[config.mk]
export PLATFORM = sky130hd
export DESIGN_NAME = alu_result_collector
export DESIGN_NICKNAME = d
export VERILOG_FILES = /design/src/rtl/alu_result_collector.sv
export SDC_FILE = /design/constraint.sdc
export NUM_CORES = 1
export LEC_CHECK = 0
export CAP_MARGIN = 20
export CORE_ASPECT_RATIO = 1.2
export CORE_UTILIZATION = 40
export DETAILED_ROUTE_END_ITERATION = 6
export GPL_TIMING_DRIVEN = 0
export PLACE_DENSITY = 0.59
export SETUP_SLACK_MARGIN = 0.05
export SYNTH_ARGS = -nofsm -noshare
export SYNTH_HDL_FRONTEND = slang
export SYNTH_SLANG_ARGS = --single-unit
[constraint.sdc]
create_clock -name clk -period 7.65 [get_ports clk]
set_input_delay 1.1475 -clock clk [delete_from_list [all_inputs] [get_ports clk]]
set_output_delay 1.1475 -clock clk [all_outputs]
set_load 0.1 [all_outputs]
[src/rtl/alu_result_collector.sv]
// alu_result_collector: tags ALU ops through a latency-matched delay line, queues results in a FIFO, credit-gates issue (ALU_COLLECT_ZERO_RECALC_EN recomputes the zero flag)
module alu_result_collector #(
  parameter int WIDTH = 64,
  parameter int TAG_W = 4,
  parameter int LAT   = 2,
  parameter int DEPTH = 4
) (
  input  logic                       clk,
  input  logic                       rst,
  input  logic                       issue_valid,
  input  logic [TAG_W-1:0]           issue_tag,
  output logic                       issue_ready,
  input  logic [WIDTH-1:0]           alu_result,
  input  logic                       alu_carry,
  input  logic                       alu_zero,
  input  logic                       alu_ovf,
  input  logic                       alu_sign,
  output logic                       out_valid,
  input  logic                       out_ready,
  output logic [WIDTH-1:0]           out_result,
  output logic [3:0]                 out_flags,
  output logic [TAG_W-1:0]           out_tag,
  output logic [$clog2(LAT+1)-1:0]   in_flight,
  output logic                       overrun_err
);
  localparam int AW = $clog2(DEPTH);
  localparam int CW = $clog2(DEPTH + 1);
  localparam int IW = $clog2(LAT + 1);
  logic [LAT:0]       dv;
  logic [TAG_W-1:0]   dt [LAT+1];
  logic [WIDTH-1:0]   mem_res [DEPTH];
  logic [3:0]         mem_fl [DEPTH];
  logic [TAG_W-1:0]   mem_tag [DEPTH];
  logic [AW-1:0]      wr_ptr, rd_ptr, rd_nxt;
  logic [CW-1:0]      count, count_nxt;
  logic               accept, wr, pop, head_new, zero_f;
  logic [3:0]         cap_flags;
`ifdef ALU_COLLECT_ZERO_RECALC_EN
  assign zero_f = alu_result == '0;
`else
  assign zero_f = alu_zero;
`endif
  assign cap_flags   = {alu_carry, zero_f, alu_ovf, alu_sign};
  assign issue_ready = 32'(count) + 32'(in_flight) < DEPTH;
  assign accept      = issue_valid & issue_ready;
  assign wr          = dv[LAT];
  assign pop         = out_valid & out_ready;
  assign rd_nxt      = rd_ptr + AW'(pop);
  assign count_nxt   = count + CW'(wr) - CW'(pop);
  assign head_new    = wr && wr_ptr == rd_nxt;
  // ops still travelling toward capture, including the one being captured next edge
  always_comb begin
    in_flight = '0;
    for (int i = 0; i <= LAT; i++) in_flight = in_flight + IW'(dv[i]);
  end
  // valid+tag line: the oldest stage lines up with the cycle the ALU result is visible
  always_ff @(posedge clk) begin
    if (rst) begin
      dv <= '0;
      for (int i = 0; i <= LAT; i++) dt[i] <= '0;
    end else begin
      dv    <= {dv[LAT-1:0], accept};
      dt[0] <= issue_tag;
      for (int i = 1; i <= LAT; i++) dt[i] <= dt[i-1];
    end
  end
  // FIFO storage; credit guarantees the tail slot is free whenever a capture arrives
  always_ff @(posedge clk) begin
    if (!rst && wr) begin
      mem_res[wr_ptr] <= alu_result;
      mem_fl[wr_ptr]  <= cap_flags;
      mem_tag[wr_ptr] <= dt[LAT];
    end
  end
  // pointers, count, registered head (holds last values once drained) and sticky overrun
  always_ff @(posedge clk) begin
    if (rst) begin
      wr_ptr      <= '0;
      rd_ptr      <= '0;
      count       <= '0;
      out_valid   <= 1'b0;
      out_result  <= '0;
      out_flags   <= '0;
      out_tag     <= '0;
      overrun_err <= 1'b0;
    end else begin
      wr_ptr      <= wr_ptr + AW'(wr);
      rd_ptr      <= rd_nxt;
      count       <= count_nxt;
      out_valid   <= count_nxt != '0;
      overrun_err <= overrun_err | (issue_valid & ~issue_ready);
      if (count_nxt != '0) begin
        out_result <= head_new ? alu_result : mem_res[rd_nxt];
        out_flags  <= head_new ? cap_flags  : mem_fl[rd_nxt];
        out_tag    <= head_new ? dt[LAT]    : mem_tag[rd_nxt];
      end
    end
  end
endmodule

==> results.py <==
metrics = {
    "floorplan": {
        "coreArea_um2": 38100,
        "io_pins": 153,
        "dieArea_um2": 39700,
        "die_h_um": 218,
        "start_util_pct": 40.9,
        "die_w_um": 182,
        "rows": 78,
    },
    "drt": {
        "drt_pre_antenna_iters": 6,
        "ant_nets": 0,
        "vias_per_cell": 5.40,
        "wl_um": 37600,
        "avgRoutedWirePerCell_um": 21.6,
        "drc_errors": 0,
        "vias": 9420,
        "first_iter_violations": 564,
    },
    "min_path": {
        "holdPathStages": 1,
        "hold_class": "reg -> reg",
    },
    "setup_path": {
        "cp-start-kind": "register",
        "path_cells": "fa_1 > ha_1 > a311o_1 > inv_1 > clkdlybuf4s50_1",
        "worst_path_max_delay_cell": "clkdlybuf4s50_1",
        "worst-path-stages": 5,
        "cp_max_fo": 3,
        "end_kind": "primary output",
        "critPathBufInv": 2,
        "crit_type": "reg -> out",
        "cpLargestDelayFamily": "buffers and inverters",
        "required_ps": 6500,
        "critPathMaxStageDelay_ps": 1120,
        "r2r_cells": 11,
        "arrival_ps": 3200,
    },
    "global_route": {
        "top_usage_layer": "met2",
        "grt_pass1_wl_um": 57500,
        "grt_use_total_pct": 19.1,
        "antenna_found_initial": 0,
        "gr-usage-met3_pct": 2.69,
        "use_met2_pct": 33.3,
        "use_met1_pct": 24.8,
        "globalRouteOverflowTotal": 0,
        "grt_max_degree": 45,
        "grt_pass1_vias": 9706,
    },
    "cts": {
        "post_cts_resize_count": 0,
        "hold_buffers": 0,
        "clkLatencyLatePin_ps": 530,
        "cts_tree": "done",
        "cts_buffer_depth": 3,
        "root_buffer": "clkbuf_16",
        "htree_levels": 2,
        "cts_setup_buffers": 0,
        "clock-sinks": 384,
        "numCtsBuffers": 40,
        "path_clk_slew_ps": 60,
    },
    "run_status": {
        "status": "completed",
    },
    "placement": {
        "place_hpwl_um": 23900,
        "port_buffers": 151,
        "dpl_worst_slack_ps": 2980,
        "gp_congestion": 0.715,
    },
    "cells_and_area": {
        "register_area_um2": 10600,
        "multi_input_area_um2": 4300,
        "antennaDiodeCount": 0,
        "nets": 1319,
        "num-fill-cells": 3255,
        "drive_above_1_share_pct": 21.8,
        "syn_to_final_growth_pct": 24.1,
    },
    "timing": {
        "rsz0062_at_grt": "no",
        "finalHoldViolCount": 0,
        "relSlewSlack_pct": 33.7,
        "worst_hold_slack_ps": 433,
        "final_max_slew_viol_count": 0,
        "layout_setup_ws_ps": 3300,
        "setup_viol": 0,
        "max_freq_mhz": 230,
        "finalCriticalPeriod_ps": 4350,
        "finalClockSkew_ps": 20.5,
        "tightest_slew_ps": 991,
        "post-route-period-util_pct": 56.8,
    },
    "synth": {
        "yosys_register_bits": 384,
        "ys_seq_area_share_pct": 67.9,
        "synth_warnings": 0,
        "synth.lib_cells_used.distinct": 35,
        "synth_nets": 1105,
        "synthesis.area_um2": 15600,
        "avgSynthCellArea_um2": 15.2,
        "synthCells": 1022,
    },
    "job": {
        "max_cap_viol_count": 0,
    },
    "power_and_ir_drop": {
        "power.density_nw_per_um2": 419,
        "vdd_ir_drop_max_v": 0.000256,
        "p_leak_nw": 6.56,
    },
}
==> kinds of logic after synthesis <==
kind of cell / count (synthesis) / share of synthesized area, %
DFF: 384 / 67.9
xor gates and xnor gates: 5 / 0.515
and+or+nand+nor: 107 / 3.15
adders and majority gates: 7 / 0.659
buffers and inverters: 158 / 4.54
AOI/OAI and AO/OA: 217 / 13.3
muxes: 144 / 9.92
==> registers in the layout, indices dropped and copies added, names as in the netlist <==
| name | cells |
|---|---|
| out_flags | 4 |
| wr_ptr | 2 |
| overrun_err | 1 |
| mem_tag | 16 |
| mem_res | 256 |
| mem_fl | 16 |
| out_result | 64 |
| out_valid | 1 |
| count | 3 |
| dv | 3 |
| rd_ptr | 2 |
| out_tag | 4 |
| dt | 12 |
==> placed cells by master, fill, tap and decap left out, drive strengths merged, types with 2 or more instances in the layout <==
cell type and n:
nor2 75, xor2 2, nor2b 21, bufinv 3, fa 2, clkdlybuf4s50 151
clkinv 11, ha 5, a32oi 71, a221oi 71, a21oi 73, clkbuf 91
nor3 3, nor3b 2, buf 69, mux2 72, dfxtp 96, inv 77
mux2i 71, edfxtp 288
==> layer usage <==
| metal | wire length, µm | share of wire, % | vias up |
|---|---|---|---|
| li1 | - | - | 4361 |
| met1 | 16700 | 44 | 4781 |
| met2 | 18800 | 50 | 227 |
| met3 | 1430 | 3.8 | 51 |
| met4 | 742 | 2.0 | 0 |
| met5 | 0 | 0 | - |
==> through the flow <==
step	setup TNS [ps]	cells	power, mW	utilization (%)	instance area (µm²)
after floorplan	0	1022	5.35	-	15600
after global placement	-682670	1653	6.20	46.4	17700
after detailed placement	0	1674	6.23	47.3	18000
after CTS	0	1746	8.16	50.7	19300
after global routing	0	1746	8.44	50.7	19300
final	0	1746	8.09	50.7	19300
==> worst register-to-register path: cells and delay by family, from the launching register on <==
kind / cells / cell delay, ps
adder cells (fa/ha/maj): 3 / 880
XOR/XNOR: 1 / 360
buffers and inverters: 4 / 1200
AND/OR/NAND/NOR: 2 / 330
AO/OA/AOI/OAI: 1 / 140
flip-flops: 1 / 310
==> path summary, 6_finish.rpt <==
path,endpoint,slack [ps],startpoint
max,issue_ready,3300,dv[0]$_SDFF_PP0_
max reg2reg,out_result[5]$_SDFFE_PP0P_,4260,out_valid$_SDFF_PP0_
min,dt[0][4]$_SDFF_PP0_,430,dt[0][0]$_SDFF_PP0_
min reg2reg,dt[0][4]$_SDFF_PP0_,430,dt[0][0]$_SDFF_PP0_
==> power by group <==
group          internal [mW]  switching, mW  leakage [nW]
Combinational           1.11           2.52          2.53
Sequential              2.42          0.101          3.39
Clock                   1.15          0.774         0.641
Total                   4.69           3.40          6.56
==> final cells by class <==
cell class | count | area share, %
plain buffers | 81 | 2.16
clock buffers | 58 | 6.01
clock inverters | 14 | 0.720
inverters | 77 | 1.50
multi-input cells | 480 | 22.3
flip-flops and latches | 384 | 54.8
well taps | 480 | 3.11
repair buffers | 172 | 9.43
==> cells in the mapped netlist <==
master / instances / area, µm²
dfxtp_1: 96 / 1920
nand3b_1: 1 / 7.51
xnor3_1: 1 / 22.5
nor2b_1: 21 / 131
clkbuf_4: 1 / 7.51
a32oi_1: 71 / 622
fa_1: 2 / 40.0
nor2_1: 75 / 282
mux2i_1: 71 / 711
nand2b_1: 1 / 6.26
clkbuf_1: 32 / 120
xor2_2: 1 / 16.3
nor3b_1: 2 / 15.0
o21a_1: 1 / 7.51
nor3_1: 2 / 10.0
xor2_1: 1 / 8.76
inv_1: 77 / 289
mux4_2: 1 / 22.5
buf_2: 39 / 195
and3_1: 1 / 6.26
or3_1: 1 / 6.26
xnor2_1: 1 / 8.76
edfxtp_1: 288 / 8650
a21oi_1: 73 / 365
nand2_1: 1 / 3.75
a311o_1: 1 / 10.0
and2_1: 1 / 6.26
buf_4: 2 / 15.0
a221oi_1: 1 / 8.76
xor3_1: 1 / 23.8
ha_1: 5 / 62.6
mux2_2: 72 / 811
a221oi_2: 70 / 1050
buf_6: 7 / 78.8
nor3_4: 1 / 16.3
Power figures use the tool's default switching activity.
